## src/rtl/rr_arb_mux_pkg.sv

```systemverilog
// Shared types and helpers for the round-robin arbitrated multiplexer.
package rr_arb_mux_pkg;

    // Width of a channel index: at least one bit even for a single channel.
    function automatic int sel_width(input int n);
        return (n > 1) ? $clog2(n) : 1;
    endfunction

    // Packet lock state (only used when RR_ARB_MUX_LOCK_EN is defined).
    typedef enum logic {
        UNLOCKED = 1'b0,
        LOCKED   = 1'b1
    } lock_state_e;

endpackage

```

## src/rtl/rr_arb_mux_if.sv

```systemverilog
// Handshake bundle for rr_arb_mux: NCH request channels in, one stream out.
// slave : the multiplexer's view; master : the producer/consumer environment.
interface rr_arb_mux_if #(
    parameter int WIDTH = 8,
    parameter int NCH   = 4
) ();
    localparam int SELW = rr_arb_mux_pkg::sel_width(NCH);

    logic [NCH-1:0]   in_valid;
    logic [NCH-1:0]   in_ready;
    logic [WIDTH-1:0] in_data [NCH-1:0];
    logic [NCH-1:0]   in_last;
    logic             out_valid;
    logic             out_ready;
    logic [WIDTH-1:0] out_data;
    logic [SELW-1:0]  out_sel;

    modport slave (
        input  in_valid, in_data, in_last, out_ready,
        output in_ready, out_valid, out_data, out_sel
    );

    modport master (
        output in_valid, in_data, in_last, out_ready,
        input  in_ready, out_valid, out_data, out_sel
    );
endinterface

```

## src/rtl/rr_arb_mux_arbiter.sv

```systemverilog
// Combinational round-robin arbiter: first requester at or after ptr wins,
// wrapping modulo NCH. No state; the pointer is owned by the caller.
module rr_arbiter
    import rr_arb_mux_pkg::*;
#(
    parameter  int NCH  = 4,
    localparam int SELW = sel_width(NCH)
) (
    input  logic [NCH-1:0]  req,
    input  logic [SELW-1:0] ptr,
    input  logic            en,
    output logic [NCH-1:0]  grant,
    output logic [SELW-1:0] grant_idx
);

    generate
        if (NCH == 1) begin : g_single
            logic unused_single_s;
            assign unused_single_s = ^{req, ptr};

            // Single channel: the grant is simply the enable.
            always_comb begin
                grant     = en;
                grant_idx = '0;
            end
        end else begin : g_multi
            logic            found_s;
            logic [SELW-1:0] idx_s;

            // Rotating search starting at ptr; first requester found takes the grant.
            always_comb begin
                grant     = '0;
                grant_idx = '0;
                found_s   = 1'b0;
                idx_s     = '0;
                for (int k = 0; k < NCH; k++) begin
                    idx_s = SELW'((int'(ptr) + k) % NCH);
                    if (en && !found_s && req[idx_s]) begin
                        grant[idx_s] = 1'b1;
                        grant_idx    = idx_s;
                        found_s      = 1'b1;
                    end else begin
                        found_s = found_s;
                    end
                end
            end
        end
    endgenerate

endmodule

```

## src/rtl/rr_arb_mux.sv

```systemverilog
// N-channel round-robin arbitrated mux with a one-entry registered output stage.
// Optional packet lock enabled by defining RR_ARB_MUX_LOCK_EN.
module rr_arb_mux
    import rr_arb_mux_pkg::*;
#(
    parameter int WIDTH = 8,
    parameter int NCH   = 4
) (
    input  logic         clk,
    input  logic         reset,
    rr_arb_mux_if.slave  bus
);
    localparam int SELW = sel_width(NCH);

    logic             load_ok_s;
    logic             arb_en_s;
    logic [NCH-1:0]   req_s;
    logic [SELW-1:0]  ptr_arb_s;
    logic [NCH-1:0]   grant_s;
    logic [SELW-1:0]  grant_idx_s;
    logic             xfer_s;
    logic             ptr_adv_s;
    logic [SELW-1:0]  ptr_nx_s;
    logic [WIDTH-1:0] sel_data_s;

    logic [SELW-1:0]  ptr_r;
    logic             out_valid_r;
    logic [WIDTH-1:0] out_data_r;
    logic [SELW-1:0]  out_sel_r;

    // Stage can accept when empty or draining this cycle; no grants during reset.
    assign load_ok_s = ~out_valid_r | bus.out_ready;
    assign arb_en_s  = load_ok_s & reset;
    assign xfer_s    = |(grant_s & bus.in_valid);
    assign ptr_nx_s  = (grant_idx_s == SELW'(NCH - 1)) ? '0 : grant_idx_s + SELW'(1);

    rr_arbiter #(.NCH(NCH)) u_arb (
        .req       (req_s),
        .ptr       (ptr_arb_s),
        .en        (arb_en_s),
        .grant     (grant_s),
        .grant_idx (grant_idx_s)
    );

`ifdef RR_ARB_MUX_LOCK_EN
    lock_state_e      lock_state_r;
    lock_state_e      lock_state_nx_s;
    logic [SELW-1:0]  lock_ch_r;
    logic [SELW-1:0]  lock_ch_nx_s;
    logic [NCH-1:0]   lock_mask_s;

    // While locked only the owning channel may request, and it is searched first.
    always_comb begin
        lock_mask_s            = '0;
        lock_mask_s[lock_ch_r] = 1'b1;
        if (lock_state_r == LOCKED) begin
            req_s     = bus.in_valid & lock_mask_s;
            ptr_arb_s = lock_ch_r;
        end else begin
            req_s     = bus.in_valid;
            ptr_arb_s = ptr_r;
        end
    end

    // Lock next-state: a non-last beat locks onto its channel, a last beat releases.
    always_comb begin
        lock_state_nx_s = lock_state_r;
        lock_ch_nx_s    = lock_ch_r;
        ptr_adv_s       = 1'b0;
        if (xfer_s) begin
            case (bus.in_last[grant_idx_s])
                1'b0: begin
                    lock_state_nx_s = LOCKED;
                    lock_ch_nx_s    = grant_idx_s;
                end
                1'b1: begin
                    lock_state_nx_s = UNLOCKED;
                    ptr_adv_s       = 1'b1;
                end
                default: begin
                    lock_state_nx_s = UNLOCKED;
                    ptr_adv_s       = 1'b1;
                end
            endcase
        end else begin
            ptr_adv_s = 1'b0;
        end
    end

    // Lock state register.
    always_ff @(posedge clk or negedge reset) begin
        if (!reset) begin
            lock_state_r <= UNLOCKED;
            lock_ch_r    <= '0;
        end else begin
            lock_state_r <= lock_state_nx_s;
            lock_ch_r    <= lock_ch_nx_s;
        end
    end
`else
    logic unused_last_s;
    assign unused_last_s = ^bus.in_last;

    // Plain round robin: every beat re-arbitrates, every transfer advances ptr.
    always_comb begin
        req_s     = bus.in_valid;
        ptr_arb_s = ptr_r;
        ptr_adv_s = xfer_s;
    end
`endif

    // AND-OR data select: unselected channels are masked to zero, so X cannot leak.
    always_comb begin
        sel_data_s = '0;
        for (int i = 0; i < NCH; i++) begin
            sel_data_s = sel_data_s | (bus.in_data[i] & {WIDTH{grant_s[i]}});
        end
    end

    // Output stage and priority pointer: load on transfer, empty on drain, else hold.
    always_ff @(posedge clk or negedge reset) begin
        if (!reset) begin
            out_valid_r <= 1'b0;
            out_data_r  <= '0;
            out_sel_r   <= '0;
            ptr_r       <= '0;
        end else begin
            if (xfer_s) begin
                out_valid_r <= 1'b1;
                out_data_r  <= sel_data_s;
                out_sel_r   <= grant_idx_s;
            end else if (bus.out_ready) begin
                out_valid_r <= 1'b0;
            end
            if (ptr_adv_s) begin
                ptr_r <= ptr_nx_s;
            end
        end
    end

    assign bus.in_ready  = grant_s;
    assign bus.out_valid = out_valid_r;
    assign bus.out_data  = out_data_r;
    assign bus.out_sel   = out_sel_r;

endmodule

```

## src/flat_wrapper.sv

```systemverilog
// flat-port wrapper written by rule: the top's interface ports become plain ports
module rr_arb_mux_flat import rr_arb_mux_pkg::*;
#(
    parameter int WIDTH = 8,
    parameter int NCH   = 4
)
  (clk, reset, bus_in_valid, bus_in_data, bus_in_last, bus_out_ready, bus_in_ready, bus_out_valid, bus_out_data, bus_out_sel);
  rr_arb_mux_if #(.WIDTH(WIDTH), .NCH(NCH)) bus_i ();
  input  logic clk;
  input  logic reset;
  input wire logic [$bits(bus_i.in_valid)-1:0] bus_in_valid;
  input wire logic [$bits(bus_i.in_data)-1:0] bus_in_data;
  input wire logic [$bits(bus_i.in_last)-1:0] bus_in_last;
  input wire logic [$bits(bus_i.out_ready)-1:0] bus_out_ready;
  output wire logic [$bits(bus_i.in_ready)-1:0] bus_in_ready;
  output wire logic [$bits(bus_i.out_valid)-1:0] bus_out_valid;
  output wire logic [$bits(bus_i.out_data)-1:0] bus_out_data;
  output wire logic [$bits(bus_i.out_sel)-1:0] bus_out_sel;
  assign bus_i.in_valid = bus_in_valid;
  assign bus_i.in_data = {>>{bus_in_data}};
  assign bus_i.in_last = bus_in_last;
  assign bus_i.out_ready = bus_out_ready;
  assign bus_in_ready = bus_i.in_ready;
  assign bus_out_valid = bus_i.out_valid;
  assign bus_out_data = bus_i.out_data;
  assign bus_out_sel = bus_i.out_sel;
  rr_arb_mux #(.WIDTH(WIDTH), .NCH(NCH)) u_core (.clk(clk), .reset(reset), .bus(bus_i));
endmodule
```

## config.mk

```make
export PLATFORM = sky130hd
export DESIGN_NAME = rr_arb_mux_flat
export DESIGN_NICKNAME = d
export VERILOG_FILES = /design/src/rtl/rr_arb_mux_pkg.sv /design/src/rtl/rr_arb_mux_if.sv /design/src/rtl/rr_arb_mux_arbiter.sv /design/src/rtl/rr_arb_mux.sv /design/src/flat_wrapper.sv
export SDC_FILE = /design/constraint.sdc
export NUM_CORES = 1
export LEC_CHECK = 0
export BUFFER_PORTS_ARGS = -buffer_cell sky130_fd_sc_hd__buf_2
export CAP_MARGIN = 25
export CORE_MARGIN = 2
export CORE_UTILIZATION = 30
export CTS_CLUSTER_SIZE = 25
export DETAILED_ROUTE_END_ITERATION = 7
export GPL_TIMING_DRIVEN = 0
export REMOVE_ABC_BUFFERS = 1
export SYNTH_ARGS = -nofsm -noshare
export SYNTH_HDL_FRONTEND = slang
export SYNTH_SLANG_ARGS = --single-unit
```

## constraint.sdc

```tcl
create_clock -name clk -period 3.8 [get_ports clk]
set_clock_uncertainty 0.05 [all_clocks]
set_input_delay 0.19 -clock clk [delete_from_list [all_inputs] [get_ports clk]]
set_output_delay 0.19 -clock clk [all_outputs]
set_load 0.01 [all_outputs]
```

==> results.txt <==
Clock Tree Root: clkbuf_8
clock power share: 9.8%
Post-synth ARST share: 100%
Post-synth EDFFs: 0
Port Buf Inserts: 53
worst hold start: bus_in_data[14]
Net Switching: 582 µW
TritonCTS Buffers: 3
first-pass GRT wire length: 6040 µm
Core Rows: 23
sequential share of power: 23.5%
Clock Tree Buf Depth: 2
gr usage total: 14.8%
H-tree levels: 1
# setup viols final: 0
Worst Path Required: 3.56 ns
core footprint: 0.00406 mm²
Ports: 58
Worst Tran Pin Value: 0.661 ns
DR pass1 iterations: 4
Gate power share: 66.7%
endpoint type of the worst setup path: output port
CP arrival: 3.29 ns
DRT Wirelength: 3760 µm
antenna violations before repair: 0
Slew Limit Fails: 0
hold depth: 3
HPWL after DPL: 2690 µm
Reg2Reg Setup Slack: 0.28 ns
unique cell type count in the Yosys netlist: 35
Routed Antenna Nets: 0
dominant cell type by area after synthesis: dfrtp_1
Final min period: 3.53 ns
ys flop type: dfrtp_1
final hold slack: 0.150 ns
Int Pwr: 642 µW
GPL Wtd Cong: 0.834
largest net degree at the start of global routing: 24
clock transition at the registers of the reported paths: 0.05 ns
vias in the first global route: 1,231
yosys warns: 0
drt drc: 0
P_leak: 0.000716 µW
die width: 69.2 µm
Worst Path Max Fanout: 9
HP Class: input pin to flop
Gate Count Post-Synth: 138
Worst R2R End: u_core.ptr_arb_s[0]
worst setup margin: 0.266 ns
Max Freq: 283 MHz
crit path kind: flop to output port
1st-iter DRT viols: 66
Worst R2R Start: u_core.ptr_arb_s[1]
share of the synthesized area in the top cell type: 25.5%
outcome: completed
sequential element share of the synthesized area: 25.5%
total gr overflow: 0
Starting Density: 31.4%
Critical Path Start Type: flop
fin crit share: 93.0%
Via Count: 1,326
Hold EP: u_core.bus.out_data[6]
via/cell ratio: 5.57
P per Cell Area: 746 mW/mm²
Final Hold Viols: 0
Max rail drop VDD: 279 µV
worst skew pair latency: 0.24 ns
#FFs+latches synth: 13
Die Area: 0.00479 mm²
Syn Area/Cell: 9.24 µm²
P&R area growth vs syn: 28.7%
nets: 240
share of cells above drive strength 1: 39.9%
switching part of the total: 47.5%
Max Cap Viol: 0
top post-synthesis cells by area: dfrtp_1, ha_1, mux4_2, a222oi_1, a22oi_1
CTS Sinks: 13
RSZ-0062 raised after global routing: no
max_slew headroom: 55.6%
Post-Place Setup Slack: -0.396 ns
clock tree from TritonCTS: built
DIE HEIGHT: 69.2 µm
fin area: 0.00164 mm²
Cell Area, Synth: 0.00127 mm²
placed cell area: 0.00155 mm²
Reg2Reg Depth: 9
WL/cell: 15.8 µm
# diodes: 0
==> what timing repair did <==
| item | 4_1_cts | 5_1_grt |
|---|---|---|
| pin swaps | 1 | 1 |
| setup endpoints to repair | 15 | 4 |
| setup buffers | 1 | 0 |
| hold endpoints to repair | 13 | 0 |
| hold buffers | 1 | 0 |
| resized for setup | 3 | 4 |
| gates cloned | 0 | 1 |
==> through the flow <==
step                std cells  utilization [%]  total power, µW  setup TNS [ns]
CTS                       237             39.9             1210               0
finish                    238             40.4             1220               0
global route              238             40.4             1340               0
floorplan                 128                -              834               0
global placement          231             38.1             1070           -2.52
detailed placement        231             38.1             1070           -2.22
==> layout make-up <==
type,instances,area [µm²]
fill,404,2420
tap,50,62.6
sequential,13,330
timing repair buffer,55,283
inverter,7,26.3
clock buffer,4,45.0
multi-input combinational,109,893
==> state kept, by name, indices dropped and copies added (netlist names) <==
register and count:
u_core.bus.out_data 8, u_core.ptr_arb_s 2, u_core.bus.out_sel 2, u_core.bus.out_valid 1
==> cells in the mapped netlist, types with 4 or more instances <==
library cell,number
clkbuf_1,4
nand3b_1,6
buf_2,4
nand2_1,10
or3_1,4
dfrtp_1,13
a31oi_1,8
mux2i_1,4
mux4_2,4
ha_1,8
a22oi_1,7
nor2_1,9
inv_1,7
o21ai_0,5
a21oi_1,6
a222oi_1,8
==> power groups by stage <==
stage	clock, µW	combinational [µW]	sequential [µW]
after global placement	0	786	283
after detailed placement	0	787	284
after global routing	132	912	298
final	120	817	288
after floorplan	0	535	299
after CTS	123	801	283
==> logic make-up after synthesis <==
| group | count (synthesis) | share of synthesized area [%] |
|---|---|---|
| AO/OA/AOI/OAI | 48 | 29.0 |
| adder cells (fa/ha/maj) | 8 | 7.85 |
| buffers and inverters | 17 | 6.58 |
| flip-flops | 13 | 25.5 |
| multiplexers | 12 | 14.0 |
| AND/OR/NAND/NOR | 40 | 17.0 |
==> critical path, stage by stage, from the launching register on <==
cell and delay [ns]:
dfrtp_2 0.50, inv_1 0.20, ha_1 0.46, mux2_2 0.35
or3_1 0.48, a2111oi_2 0.46, or3_1 0.39, buf_2 0.20
==> worst max path at each step <==
stage,startpoint,endpoint,cells past startpoint
global route,u_core.ptr_arb_s[0],u_core.ptr_arb_s[0],9
detailed placement,u_core.ptr_arb_s[0],u_core.ptr_arb_s[0],9
CTS,u_core.ptr_arb_s[1],u_core.ptr_arb_s[0],9
finish,u_core.ptr_arb_s[1],bus_in_ready[0],7
floorplan,u_core.ptr_arb_s[0],u_core.ptr_arb_s[0],9
global placement,u_core.ptr_arb_s[0],u_core.ptr_arb_s[0],9
==> cells in the final DEF, fill, tap and decap left out, types with 2 or more instances in the layout <==
master,count
a31oi_1,8
a21oi_1,6
mux2_2,3
nand3_1,2
clkbuf_8,3
nor2_1,9
or2_2,3
a22oi_1,7
nand2_1,10
or3_1,4
mux2i_1,4
ha_1,8
buf_2,53
mux4_2,4
a211oi_1,2
a221oi_1,2
nand3b_1,6
o31ai_1,2
inv_1,7
o211ai_1,2
o21ai_1,2
o21ai_0,4
a222oi_1,8
nand2b_1,3
dfrtp_1,11
==> routing by layer <==
layer / part of all wire [%] / vias to the layer above / GRT usage [%]
met5: 0 / - / 0
met4: 0.45 / 0 / 2.61
met3: 3.7 / 2 / 2.18
met2: 50 / 27 / 24.7
met1: 46 / 649 / 20.7
li1: - / 648 / -
Note: power is estimated with default switching activity, not from simulation.
